===== src/rtl/fp4_prod_accum.sv =====
// FP4 product accumulator: decodes product words into fixed-point terms
// and sums them into a saturated dot-product result for the activation engine.
module fp4_prod_accum #(
    parameter int LEN   = 16,
    parameter int ACC_W = 16,
    parameter int CNT_W = 8
) (
    input  logic               clk,
    input  logic               rst,
    input  logic               clear,
    input  logic               in_valid,
    output logic               in_ready,
    input  logic [5:0]         in_data,
    input  logic               in_last,
    output logic               out_valid,
    input  logic               out_ready,
    output logic [ACC_W-1:0]   out_data,
    output logic               out_sat,
    output logic [CNT_W:0]     out_count
);

    typedef enum logic {ACCUM, HOLD} state_t;

    localparam logic signed [ACC_W-1:0] S_MAX = {1'b0, {(ACC_W-1){1'b1}}};
    localparam logic signed [ACC_W-1:0] S_MIN = {1'b1, {(ACC_W-1){1'b0}}};

    state_t                  state, state_nx;
    logic signed [ACC_W-1:0] acc;
    logic signed [ACC_W-1:0] mag_x;
    logic signed [ACC_W-1:0] term;
    logic signed [ACC_W-1:0] sum;
    logic signed [ACC_W:0]   sum_w;
    logic [5:0]              mag;
    logic [CNT_W-1:0]        cnt;
    logic                    sat_flag;
    logic                    sat_now;
    logic                    accept;
    logic                    final_acc;

    // Term magnitude is in units of 2^-3; exp==0 encodes zero for either sign.
    always_comb begin
        mag = '0;
        if (in_data[4:3] != 2'b00)
            mag = {3'b001, in_data[2:0]} << (in_data[4:3] - 2'd1);
        mag_x = {{(ACC_W-6){1'b0}}, mag};
        term  = in_data[5] ? -mag_x : mag_x;
    end

    always_comb begin
        sum_w   = {acc[ACC_W-1], acc} + {term[ACC_W-1], term};
        sat_now = sum_w[ACC_W] != sum_w[ACC_W-1];
        sum     = sum_w[ACC_W-1:0];
        if (sat_now)
            sum = sum_w[ACC_W] ? S_MIN : S_MAX;
    end

    assign in_ready  = (state == ACCUM) || clear;
    assign accept    = in_valid && (state == ACCUM) && !clear;
    assign final_acc = in_last || (cnt == CNT_W'(LEN - 1));

    always_ff @(posedge clk or posedge rst) begin
        if (rst)
            state <= ACCUM;
        else
            state <= state_nx;
    end

    always_comb begin
        state_nx = state;
        unique case (state)
            ACCUM: if (accept && final_acc) state_nx = HOLD;
            HOLD:  if (out_ready)           state_nx = ACCUM;
            default:                        state_nx = ACCUM;
        endcase
        if (clear)
            state_nx = ACCUM;
    end

    always_ff @(posedge clk or posedge rst) begin
        if (rst) begin
            acc       <= '0;
            cnt       <= '0;
            sat_flag  <= 1'b0;
            out_valid <= 1'b0;
            out_data  <= '0;
            out_sat   <= 1'b0;
            out_count <= '0;
        end else if (clear) begin
            acc       <= '0;
            cnt       <= '0;
            sat_flag  <= 1'b0;
            out_valid <= 1'b0;
        end else if (accept) begin
            if (final_acc) begin
                out_data  <= sum;
                out_sat   <= sat_flag | sat_now;
                out_count <= {1'b0, cnt} + {{CNT_W{1'b0}}, 1'b1};
                out_valid <= 1'b1;
                acc       <= '0;
                cnt       <= '0;
                sat_flag  <= 1'b0;
            end else begin
                acc      <= sum;
                cnt      <= cnt + CNT_W'(1);
                sat_flag <= sat_flag | sat_now;
            end
        end else if (state == HOLD && out_ready) begin
            out_valid <= 1'b0;
        end
    end

endmodule


===== config.mk =====
export PLATFORM = sky130hd
export DESIGN_NAME = fp4_prod_accum
export DESIGN_NICKNAME = d
export VERILOG_FILES = /design/src/rtl/fp4_prod_accum.sv
export SDC_FILE = /design/constraint.sdc
export NUM_CORES = 1
export LEC_CHECK = 0
export ABC_AREA = 1
export CORE_MARGIN = 3
export CORE_UTILIZATION = 38
export DETAILED_ROUTE_END_ITERATION = 6
export SYNTH_ARGS = -nofsm -noshare
export SYNTH_HDL_FRONTEND = slang
export SYNTH_SLANG_ARGS = --single-unit

===== constraint.sdc =====
create_clock -name clk -period 2.1 [get_ports clk]
set_input_delay 0.42 -clock clk [delete_from_list [all_inputs] [get_ports clk]]
set_output_delay 0.42 -clock clk [all_outputs]
set_load 0.02 [all_outputs]

# Word level (Yosys, flattened, before mapping)
# Index checks and enable logic that the tools add are counted.
# totals
word_cells	53
ff_bits	53
input_bits	12
# op_classes
n_addsub	5
n_eq_ne	3
mux	21
shift	1
reduce_logical	12
bitwise_logic	3
# ops
operator	n
2-to-1 mux 16 bit	6
2-to-1 mux 8 bit	3
adder 16 x 16 -> 17 bit	1
negator 6 -> 16 bit	1
2-to-1 mux 1 bit	10
adder 8 x 1 -> 9 bit (second input constant)	1
adder 8 x 1 -> 8 bit (second input constant)	1
equality test 8 x 4 -> 1 bit (second input constant)	1
2-to-1 mux 6 bit	1
left shift 4 x 2 -> 6 bit	1
logical AND 1 bit	4
nonzero test 2 bit	2
!= test 3 x 2 -> 1 bit (second input constant)	1
AND reduction 3 bit	1
nonzero test 3 bit	1
logical OR 1 bit	2
inverter 1 bit	2
one-hot mux 1 bit (2 select lines)	1
AND reduction 2 bit	1
subtractor 2 x 1 -> 2 bit (second input constant)	1
zero test 1 bit	1
!= test 1 bit	1
OR 1 bit	1

# Logic depth before layout (Yosys ltp)
# Gate-level depths: netlist of the first run.
# depth
depth_word	11
depth_mapped	26
mapped_depth_nobuf	25

# Worst setup path before layout of the first run
# OpenSTA, ideal clock, no wires.
# synth_timing
path_type	input to register
start	input port in_data[3]
end	register out_sat
cell_stages	20
n_path_buf	1
arrival_time_ps	3093
setup_slack_ps	-1109
required_ps	1983
path_cell_list	inv_2 ha_1 inv_1 a21oi_1 o21ai_1 nand3_1 nor3_1 a21oi_1 ha_1 a21oi_2 nand2_2 a21oi_4 nand2_1 nand2_1 nand2_2 nand2_4 buf_12 nand3_2 nand2_1 nand2_1
# synth_via
elab_chain_cells	8
word_cells_on_any_way	9
cone_classes	add/sub: 3; eq/ne: 1; shift: 1; mux: 2; bitwise: 1; reduce/logical: 1
# synth_rtl
item	line_no	text
from (decl)	13	input logic [5:0] in_data,
subtractor 2 x 1 -> 2 bit	44	mag = {3'b001, in_data[2:0]} << (in_data[4:3] - 2'd1);
left shift 4 x 2 -> 6 bit	44	
2-to-1 mux 6 bit (*)	43	if (in_data[4:3] != 2'b00)
negator 6 -> 16 bit	46	term = in_data[5] ? -mag_x : mag_x;
2-to-1 mux 16 bit (*)	46	
adder 16 x 16 -> 17 bit (*)	50	sum_w = {acc[ACC_W-1], acc} + {term[ACC_W-1], term};
!= test 1 bit (*)	51	sat_now = sum_w[ACC_W] != sum_w[ACC_W-1];
OR 1 bit (*)	96	out_sat <= sat_flag | sat_now;
to (signal assigned)	96	
to (decl)	18	output logic out_sat,
# Every way passes the cells marked *; elsewhere a longest branch is shown, timed or not.
# A chain may end at the register's enable or synchronous reset.

# Final worst setup path of the first run
# layout_timing
start	input port in_data[3]
end	register out_data[13]
# layout_via
elab_chain_cells	8
word_cells_on_any_way	10
cone_classes	add/sub: 3; eq/ne: 1; shift: 1; mux: 4; reduce/logical: 1
# layout_rtl
item	line_no	text
subtractor 2 x 1 -> 2 bit	44	
left shift 4 x 2 -> 6 bit	44	
2-to-1 mux 6 bit (*)	43	
negator 6 -> 16 bit	46	
2-to-1 mux 16 bit (*)	46	
adder 16 x 16 -> 17 bit (*)	50	
2-to-1 mux 16 bit or != test 1 bit (tied branches)	54, 51	
2-to-1 mux 16 bit (*)	53	if (sat_now)
to (signal assigned)	95	out_data <= sum;
to (decl)	17	output logic [ACC_W-1:0] out_data,
# Marked as above.

==> summary.md, run 1 <==
| Metric | Value |
|---|---|
| CP Class | `input pin to flop` |
| Cts hold-fix bufs | `0` |
| Cell taking the most area after synthesis | `dfrtp_1` |
| Routed wire length per instance | `between 10 and 15 um` |
| Crit. End Element | `flop` |
| Htree depth | `2` |
| Cells after synthesis | `500` |
| NetSw | `1560 uW` |
| CTS buffer count | `5` |
| Setup slack, reg-to-reg | `-0.13 ns` |
| Final setup margin | `-0.874 ns` |
| Vias in the first global route | `3533` |
| Pwr Density | `about 740 nW/um2` |
| Worst hold slack | `0.381 ns` |
| Final #Nets | `652` |
| Die area | `10800 um2` |
| Final hold vios | `0` |
| Crit path largest cell delay | `0.35 ns` |
| P_leak | `0.00288 uW` |
| Starting Density | `0.393` |
| Status | `finished, violations left` |
| Critical path depth | `23` |
| Avg Cell Area, Syn | `7.25 um2` |
| Most common cell after layout, fill and taps aside | `nand2_1` |
| Reg2Reg Depth | `15` |
| Crit path cell chain | `buf_12, inv_12, ha_4, inv_6, o21ai_4, nand3_4, nor3_4, buf_6, nor2_1, ha_1, nand2_1, nand2_1, nand2_2, nand2_4, a21oi_4, nand2_4, buf_4, nand2_4, nand2_8, nand2_8, nand2_2, nand2_1, nand2_1` |
| Logic gate share of total power | `0.510` |
| Cell mode on critical path | `nand2_1` |
| Synth top area share | `0.366` |
| Die Wd | `104 um` |
| Initial drt markers | `110` |
| Syn Nets | `534` |
| First drt pass iteration count | `4` |
| Row cnt | `35` |
| Unrepaired setup endpoints after global routing | `true` |
| Later-pin clock latency in the skew report | `approximately 0.3 ns` |
| Worst VDD drop | `0.453 mV` |
| Detail Route Antenna Nets | `0` |
| Core area | `9240 um2` |
| Reg clk slew, reported paths | `about 0.090 ns` |
| Power Internal | `2510 uW` |
| First-pass GRT wire length | `around 17000 um` |
| Max clock buf depth | `2` |
| Final setup TNS | `-28.59 ns` |
| Endpoints failing setup | `34` |
| Clock sinks | `53` |
| Register bit total from synthesis | `53` |
| Power share of the clock group | `0.177` |
| Maxcap violations | `0` |
| CP Launch Point | `in_data[3]` |
| Share of layout cells above drive strength 1 | `0.357` |
| Violated checks | `negative setup slack` |
| Worst Hold Class | `input pin to async pin` |
| Critical path capture point | `out_data[13]$_DFFE_PP0P_` |
| Seq/Total Area, Yosys | `0.366` |
| Synth area leaders | `dfrtp_1 (37%), nand2_1 (22%), ha_1 (7.2%)` |
| RR Startpoint | `acc[0]$_DFFE_PP0N_` |
| Largest net degree at the start of global routing | `30` |
| Reg power frac | `0.313` |
| YS warnings | `0` |
| I/O pin count | `40` |
| Root buffer selected by CTS | `clkbuf_8` |
| Minimum clock period | `2.97 ns` |
| Net Sw Frac | `0.384` |
| Filler cells | `819` |
| FF-to-FF End | `out_data[13]$_DFFE_PP0P_` |
| Mapped Area | `3630 um2` |
| Overall Global Routing Usage | `0.184` |
| Height of the die | `104 um` |
| Final GP Congestion | `~0.91` |
| Finished Core Util | `0.598` |
| DPL Wire Length | `6980 um` |
| CP delay by family, top | `simple AND/OR/NAND/NOR gates` |
| Crit Path Max Fanout | `8` |
| Pwr Total | `4070 uW` |
| DRC Markers | `0` |
| Initial antenna violation count | `0` |
| GRT overflow | `0` |
| Slew margin rel. | `0.695` |
| Routed vias | `3480` |
| CTS tree | `yes` |
| Fmax | `336 MHz` |
| Commonest cells after routing, fill and taps aside | `nand2_1 (170), buf_4 (69), dfrtp_1 (53), inv_1 (50), nand2_2 (44)` |
| PortBufs | `39` |
| Drt via density | `4.65` |
| Crit path launch type | `input pin` |
| Diode count | `0` |
| Critical path's slowest cell | `ha_1` |
| Worst Tran Pin Value | `about 0.46 ns` |
| Worst Path Buf+Inv | `5` |
| Layout Skew | `0.00899 ns` |
| Crit share post-route | `1.42` |
| Synth cell types | `34` |
| Max-slew violations | `0` |
| Drt total wl | `around 10000 um` |
| Crit path DAT | `3.17 ns` |
| Worst Path Required | `~2.3 ns` |
| Syn-to-layout area delta | `52.3%` |
==> state kept, by name, summed over array words and instances (netlist names) <==
register   flops
out_valid      1
state          1
acc           16
out_sat        1
sat_flag       1
cnt            8
out_data      16
out_count      9
==> layout make-up <==
type                            count  area [um2]  area share
Tap cell                          129         161      0.0292
Sequential cell                    53        1330       0.240
Multi-Input combinational cell    377        2590       0.468
Clock buffer                        6        82.6      0.0149
Clock inverter                      2        37.5     0.00680
Inverter                           62         253      0.0458
Timing Repair Buffer              119        1080       0.195
==> metal layers <==
| metal | track usage | share of wire |
|---|---|---|
| met2 | 0.310 | 0.50 |
| met1 | 0.250 | 0.46 |
| met4 | 0.0484 | 0.016 |
| met5 | 0 | 0 |
| met3 | 0.0249 | 0.026 |
==> per-stage QoR <==
step | worst slack, ns | cells | cell area, um2
final | -0.874 | 748 | 5520
after global routing | -1.04 | 748 | 5520
after CTS | -1.03 | 746 | 5260
after detailed placement | -1.83 | 719 | 4710
after global placement | -1.75 | 719 | 4710
after floorplan | -0.945 | 500 | 3720
==> worst reg2reg max path, delay by kind of cell, from the launching register on <==
family | cells | cell delay, ns
fa+ha+maj | 2 | 0.60
buf+inv | 1 | 0.14
flops | 1 | 0.41
simple gates | 12 | 0.99
==> power groups by stage <==
| stage | registers (uW) | logic [uW] | clock network (uW) |
|---|---|---|---|
| finish | 1280 | 2080 | 719 |
| global route | 1300 | 2260 | 788 |
| CTS | 1270 | 1930 | 749 |
| detailed placement | 1280 | 1670 | 0 |
| global placement | 1290 | 1650 | 0 |
| floorplan | 1420 | 877 | 0 |
==> worst min path at each step <==
stage	cells after the start	slack [ns]	to
2_1_floorplan	2	0.45	acc[4]$_DFFE_PP0N_
3_5_place_dp	2	0.46	out_count[2]$_DFFE_PP0P_
3_3_place_gp	2	0.46	out_count[2]$_DFFE_PP0P_
6_report	2	0.38	out_data[7]$_DFFE_PP0P_
4_1_cts	2	0.38	out_data[7]$_DFFE_PP0P_
5_1_grt	2	0.40	acc[3]$_DFFE_PP0N_
==> cell usage after synthesis, drive strengths merged <==
library cell,n
nand3,19
dfrtp,53
nand4,4
o22ai,6
fa,1
nor3,6
xor2,11
inv,61
a31oi,1
xnor2,6
a21o,1
ha,21
nor2,18
nand2,243
a21oi,17
o21bai,2
and3,1
o21ai,17
clkbuf,2
and2,1
clkinv,1
o221ai,1
buf,7
==> logic make-up (layout without fill, tap and decap cells) <==
logic type	after synthesis	in the layout	share of synthesized area
flops	53	53	0.366
compound gates	45	45	0.0749
buf+inv	71	189	0.0818
simple gates	292	293	0.359
xor+xnor	17	17	0.0410
fa+ha+maj	22	22	0.0780
==> repair_timing <==
action / in CTS / in global routing
pin swaps: 27 / 49
cloned: 2 / 0
endpoints found under the setup margin: 34 / 35
buffers inserted: 18 / 5
resized for setup: 65 / 66
(Power assumes the default switching activity.)
==> run 2: changes to the inputs <==
--- a/config.mk
+++ b/config.mk
@@ -9,6 +9,8 @@
 export CORE_MARGIN = 3
 export CORE_UTILIZATION = 38
 export DETAILED_ROUTE_END_ITERATION = 6
+export PLACE_DENSITY = 0.68
+export RECOVER_POWER = 50
 export SYNTH_ARGS = -nofsm -noshare
 export SYNTH_HDL_FRONTEND = slang
 export SYNTH_SLANG_ARGS = --single-unit
==> run 2 against run 1 <==
  * The run still ends with negative setup slack left
  * Final area shrank 1.3%
  * Maximum frequency is 2.2% lower
  * Clock power is 3% higher
  * Sequential share of layout area is 0.32 points higher
  * Hold slack gained 0.11 ns
  * Sequential power about the same
  * Flip-flop and latch count stayed put
  * Critical path type unchanged
  * Largest power group unchanged
==> summary.md, run 2 (synthesis gave the netlist of run 1 again) <==
| Metric | Value |
|---|---|
| Status | `finished, violations left` |
| Violated checks | `negative setup slack` |
| DPL Wire Length | `6550 um` |
| Initial drt markers | `~160` |
| Critical path capture point | `acc[7]$_DFFE_PP0N_` |
| Core area | `9240 um2` |
| Unrepaired setup endpoints after global routing | `true` |
| Commonest cells after routing, fill and taps aside | `nand2_1 (176), buf_4 (73), dfrtp_1 (53), inv_1 (51), nand2_2 (40)` |
| Detail Route Antenna Nets | `0` |
| Drt total wl | `9900 um` |
| RR Startpoint | `acc[0]$_DFFE_PP0N_` |
| Die area | `10800 um2` |
| Fmax | `between 300 and 400 MHz` |
| Htree depth | `2` |
| Setup slack, reg-to-reg | `-0.11 ns` |
| Routed wire length per instance | `13.2 um` |
| Later-pin clock latency in the skew report | `~0.31 ns` |
| Worst hold slack | `0.490 ns` |
| Final GP Congestion | `0.892` |
| Drt via density | `4.73` |
| Pre-CTS setup slack | `-1.79 ns` |
| Crit path launch type | `input pin` |
| Max-slew violations | `0` |
| Worst Path Required | `2.34 ns` |
| Vias in the first global route | `3597` |
| CTS tree | `yes` |
| Reg clk slew, reported paths | `0.09 ns` |
| I/O pin count | `40` |
| GRT overflow | `0` |
| Endpoints failing setup | `34` |
| P_leak | `~0.0028 uW` |
| Pwr Density | `748 nW/um2` |
| First-pass GRT wire length | `between 15000 and 20000 um` |
| Die Wd | `104 um` |
| Most common cell after layout, fill and taps aside | `nand2_1` |
| Worst VDD drop | `roughly 0.64 mV` |
| FF-to-FF End | `acc[7]$_DFFE_PP0N_` |
| PortBufs | `39` |
| CP Launch Point | `in_data[4]` |
| Syn-to-layout area delta | `50.3%` |
| Starting Density | `0.393` |
| Row cnt | `35` |
| Crit share post-route | `1.45` |
| Final setup margin | `-0.941 ns` |
| Layout Skew | `0.0110 ns` |
| Crit path DAT | `about 3.3 ns` |
| CTS buffer count | `5` |
| Filler cells | `792` |
| Final setup TNS | `-30.69 ns` |
| Crit Path Max Fanout | `8` |
| Root buffer selected by CTS | `clkbuf_8` |
| Final #Nets | `~650` |
| CP Class | `input pin to flop` |
| First drt pass iteration count | `4` |
| Diode count | `0` |
| Initial antenna violation count | `0` |
| DRC Markers | `0` |
| Largest net degree at the start of global routing | `54` |
| Slew margin rel. | `0.128` |
| Finished Core Util | `0.590` |
| Height of the die | `104 um` |
| Crit. End Element | `flop` |
| Final hold vios | `0` |
| Overall Global Routing Usage | `0.181` |
| Max clock buf depth | `2` |
| Reg2Reg Depth | `15` |
| Routed vias | `3538` |
| Placed insts | `717` |
| Clock sinks | `53` |
| Top Registers | `acc: 16 flops, out_data: 16 flops, out_count: 9 flops` |
| Worst Hold Class | `flop to flop` |
| Share of layout cells above drive strength 1 | `0.334` |
| Minimum clock period | `about 3.0 ns` |
| Cts hold-fix bufs | `0` |
| Worst Tran Pin Value | `1.31 ns` |
| Maxcap violations | `0` |
| Layout Cells excl Fill | `748` |
==> run 2: worst max-delay path, stage by stage <==
cell and delay (ns):
buf_6 0.08, inv_4 0.03, ha_4 0.26, inv_6 0.09, nand2_2 0.06, a21oi_2 0.15, inv_1 0.07, nand2_2 0.10
nor2_2 0.05, ha_1 0.18, nor2_1 0.20, ha_1 0.32, nand2_1 0.16, inv_1 0.06, nand2_1 0.06, nand2_1 0.08
a21oi_4 0.14, nand2_1 0.10, nand2_1 0.09, nand2_2 0.08, nand2_4 0.11, buf_12 0.16, nand2_4 0.05, nand2_2 0.06
nand2_1 0.06, nand2_1 0.07
==> run 2: metrics by stage <==
step           instance area [um2]  power, uW
2_1_floorplan                 3720       2290
3_3_place_gp                  4670       2920
3_5_place_dp                  4670       2940
4_1_cts                       5210       3880
5_1_grt                       5450       4330
6_report                      5450       4080
==> run 2: cell type report <==
cell class	count	area (um2)	share of cell area
clock buffer	6	82.6	0.0151
clock inverter	2	37.5	0.00689
inverter	62	255	0.0468
multi-input combinational	378	2570	0.471
sequential	53	1330	0.243
tap	129	161	0.0296
timing repair buffer	118	1020	0.188
==> run 2: metal layers <==
layer,wire [um],vias up,share of wire,track usage
met3,306,23,0.031,0.0212
met4,250,0,0.025,0.0560
met1,4560,1648,0.46,0.244
met2,4780,65,0.48,0.304
met5,0,-,0,0
li1,-,1802,-,-
==> run 2: repair_timing <==
item                                   CTS  global route
pin swaps                               35            43
setup buffers                           18             4
gates cloned                             2             0
resized for setup                       57            57
endpoints found under the hold margin    0             0
setup endpoints to repair               34            39
==> run 2: worst min path at each step <==
| stage | start | end | slack, ns | cells after the start |
|---|---|---|---|---|
| 2_1_floorplan | acc[4]$_DFFE_PP0N_ | acc[4]$_DFFE_PP0N_ | 0.45 | 2 |
| 5_1_grt | out_valid$_DFFE_PP0P_ | out_valid$_DFFE_PP0P_ | 0.52 | 2 |
| 3_5_place_dp | out_data[5]$_DFFE_PP0P_ | out_data[5]$_DFFE_PP0P_ | 0.46 | 2 |
| 3_3_place_gp | out_valid$_DFFE_PP0P_ | out_valid$_DFFE_PP0P_ | 0.46 | 2 |
| 6_report | out_data[9]$_DFFE_PP0P_ | out_data[9]$_DFFE_PP0P_ | 0.49 | 2 |
| 4_1_cts | rst | out_data[0]$_DFFE_PP0P_ | 0.48 | 3 |
==> run 2: power breakdown <==
part	internal [uW]	switching, uW	leakage (uW)
registers	1170	106	0.000708
clock network	388	350	0.0000574
logic	943	1120	0.00206
==> run 3: changes to the inputs <==
--- a/config.mk
+++ b/config.mk
@@ -9,6 +9,7 @@
 export CORE_MARGIN = 3
 export CORE_UTILIZATION = 38
 export DETAILED_ROUTE_END_ITERATION = 6
+export MAX_ROUTING_LAYER = met4
 export PLACE_DENSITY = 0.68
 export RECOVER_POWER = 50
 export SYNTH_ARGS = -nofsm -noshare
==> run 3 against run 2 <==
  * The run still ends with negative setup slack left
  * Power decreased by 3.0%
  * Critical path depth decreased by 1
  * First-iteration DRC count down 19%
  * Sequential power about the same
  * Cell count increased by 1.1%
  * Hold slack lost 0.0064 ns
  * Maximum frequency shrank 2.3%
  * Global-route usage increased by 0.44 points
  * Clock-buffer cell count unchanged
  * Largest power group unchanged
==> summary.md, run 3 (synthesis gave the netlist of run 1 again) <==
| Metric | Value |
|---|---|
| Max clock buf depth | `2` |
| Crit path largest cell delay | `about 0.34 ns` |
| Vias in the first global route | `between 3000 and 4000` |
| Crit share post-route | `1.48` |
| Hold depth | `2` |
| Largest net degree at the start of global routing | `54` |
| Crit path DAT | `3.30 ns` |
| NetSw | `around 1600 uW` |
| Initial drt markers | `125` |
| Die area | `10800 um2` |
| Post-Layout Inst Area | `5470 um2` |
| Crit. End Element | `flop` |
| Share of layout cells above drive strength 1 | `0.348` |
| Row cnt | `35` |
| Setup slack, reg-to-reg | `-0.15 ns` |
| DRC Markers | `0` |
| Power Internal | `around 2400 uW` |
| Hold path startpoint | `out_valid$_DFFE_PP0P_` |
| Placed Area | `4710 um2` |
| Htree depth | `2` |
| Detail Route Antenna Nets | `0` |
| Syn-to-layout area delta | `50.8%` |
| Clock sinks | `53` |
| PortBufs | `39` |
| RR Startpoint | `acc[0]$_DFFE_PP0N_` |
| Pwr Total | `3950 uW` |
| Logic gate share of total power | `0.526` |
| Height of the die | `104 um` |
| Final GP Congestion | `0.903` |
| CTS tree | `yes` |
| Commonest cells after routing, fill and taps aside | `nand2_1 (174), buf_4 (80), dfrtp_1 (53), inv_1 (51), nand2_2 (40)` |
| Pre-CTS setup slack | `-1.81 ns` |
| Layout Skew | `0.0108 ns` |
| Violated checks | `negative setup slack` |
| Drt via density | `4.65` |
| Routed wire length per instance | `13.3 um` |
| Most common cell after layout, fill and taps aside | `nand2_1` |
| Worst Path Required | `2.29 ns` |
| Top Registers | `acc: 16 flops, out_data: 16 flops, out_count: 9 flops` |
| DPL Wire Length | `6900 um` |
| Diode count | `0` |
| Routed vias | `3513` |
| Final setup margin | `-1.01 ns` |
| CP Class | `input pin to flop` |
| Unrepaired setup endpoints after global routing | `true` |
| First drt pass iteration count | `6` |
| Worst Tran Pin Value | `1.29 ns` |
| Overall Global Routing Usage | `0.185` |
| Power share of the clock group | `0.150` |
| Root buffer selected by CTS | `clkbuf_8` |
| Critical path's slowest cell | `ha_1` |
| CTS buffer count | `5` |
| Initial antenna violation count | `0` |
| Worst Hold Class | `flop to flop` |
| Final #Nets | `660` |
| FF-to-FF End | `out_data[12]$_DFFE_PP0P_` |
| Crit Path Max Fanout | `8` |
| Minimum clock period | `3.11 ns` |
| Later-pin clock latency in the skew report | `around 0.3 ns` |
| Reg power frac | `0.324` |
| Final hold vios | `0` |
| Final setup TNS | `-33.29 ns` |
| Endpoints failing setup | `34` |
| P_leak | `0.00291 uW` |
| I/O pin count | `40` |
| Worst VDD drop | `slightly below 0.8 mV` |
| Fmax | `321 MHz` |
| Maxcap violations | `0` |
| Slew margin rel. | `0.141` |
| Cell mode on critical path | `nand2_2` |
| Worst hold slack | `0.484 ns` |
| Max-slew violations | `0` |
| Reg clk slew, reported paths | `0.09 ns` |
| Crit path launch type | `input pin` |
| Pwr Density | `approximately 720 nW/um2` |
| Die Wd | `104 um` |
| Net Sw Frac | `0.393` |
| GRT overflow | `0` |
| Drt total wl | `just over 10000 um` |
| Reg2Reg Depth | `15` |
| First-pass GRT wire length | `16200 um` |
| Core area | `between 9000 and 10000 um2` |
| Hold Crit Endpoint | `out_valid$_DFFE_PP0P_` |
| Status | `finished, violations left` |
| Starting Density | `0.393` |
==> run 3: cell types whose count changed in the layout (fill, tap and decap cells not counted), moves of 2 or more <==
cell and change:
buf_4 +7, nand2_1 -2, nand2_4 +4, nand2_8 -2, o21ai_2 +2
==> run 3: area by class of cell <==
type                            instances  area [um2]
Tap cell                              129         161
Multi-Input combinational cell        378        2540
Clock inverter                          2        13.8
Sequential cell                        53        1330
Timing Repair Buffer                  126        1090
Fill cell                             783        3770
Clock buffer                            6        82.6
Inverter                               62         255
==> run 3: repair_timing <==
action	4_1_cts	5_1_grt
buffers inserted	13	11
setup endpoints to repair	34	35
hold buffers	0	0
gates resized for setup	38	79
cloned	2	0
pin swaps	23	51
==> run 3: metal layers <==
layer	vias up	share of wire	GRT usage
met2	64	0.50	0.307
met1	1619	0.45	0.246
met5	-	0	-
li1	1809	-	-
met4	0	0.023	0.0465
met3	21	0.029	0.0174
==> run 3: worst max-delay path by stage <==
stage,startpoint,end,slack (ns),cells past startpoint
floorplan,in_data[3],out_sat$_DFFE_PP0P_,-0.94,23
global placement,in_data[3],out_data[5]$_DFFE_PP0P_,-1.70,25
detailed placement,in_data[3],out_data[3]$_DFFE_PP0P_,-1.81,25
CTS,in_data[3],out_data[3]$_DFFE_PP0P_,-1.0,27
global route,in_data[3],out_data[3]$_DFFE_PP0P_,-1.18,26
finish,in_data[3],out_data[3]$_DFFE_PP0P_,-1.01,25
==> run 3: critical path: cells and delay by family <==
family	cells	cell delay (ns)
compound gates	2	0.20
simple gates	14	1.21
fa+ha+maj	3	0.96
buf+inv	6	0.47
==> run 3: per-stage QoR <==
step / utilization / std cells
after floorplan: - / 500
after global placement: 0.510 / 723
after detailed placement: 0.510 / 723
after CTS: 0.545 / 746
after global routing: 0.592 / 756
final: 0.592 / 756
==> run 3: power by group through the flow <==
| stage | sequential [uW] | clock [uW] | combinational, uW |
|---|---|---|---|
| floorplan | 1420 | 0 | 877 |
| global placement | 1290 | 0 | 1640 |
| detailed placement | 1290 | 0 | 1670 |
| CTS | 1270 | 615 | 1820 |
| global route | 1300 | 655 | 2270 |
| finish | 1280 | 593 | 2080 |
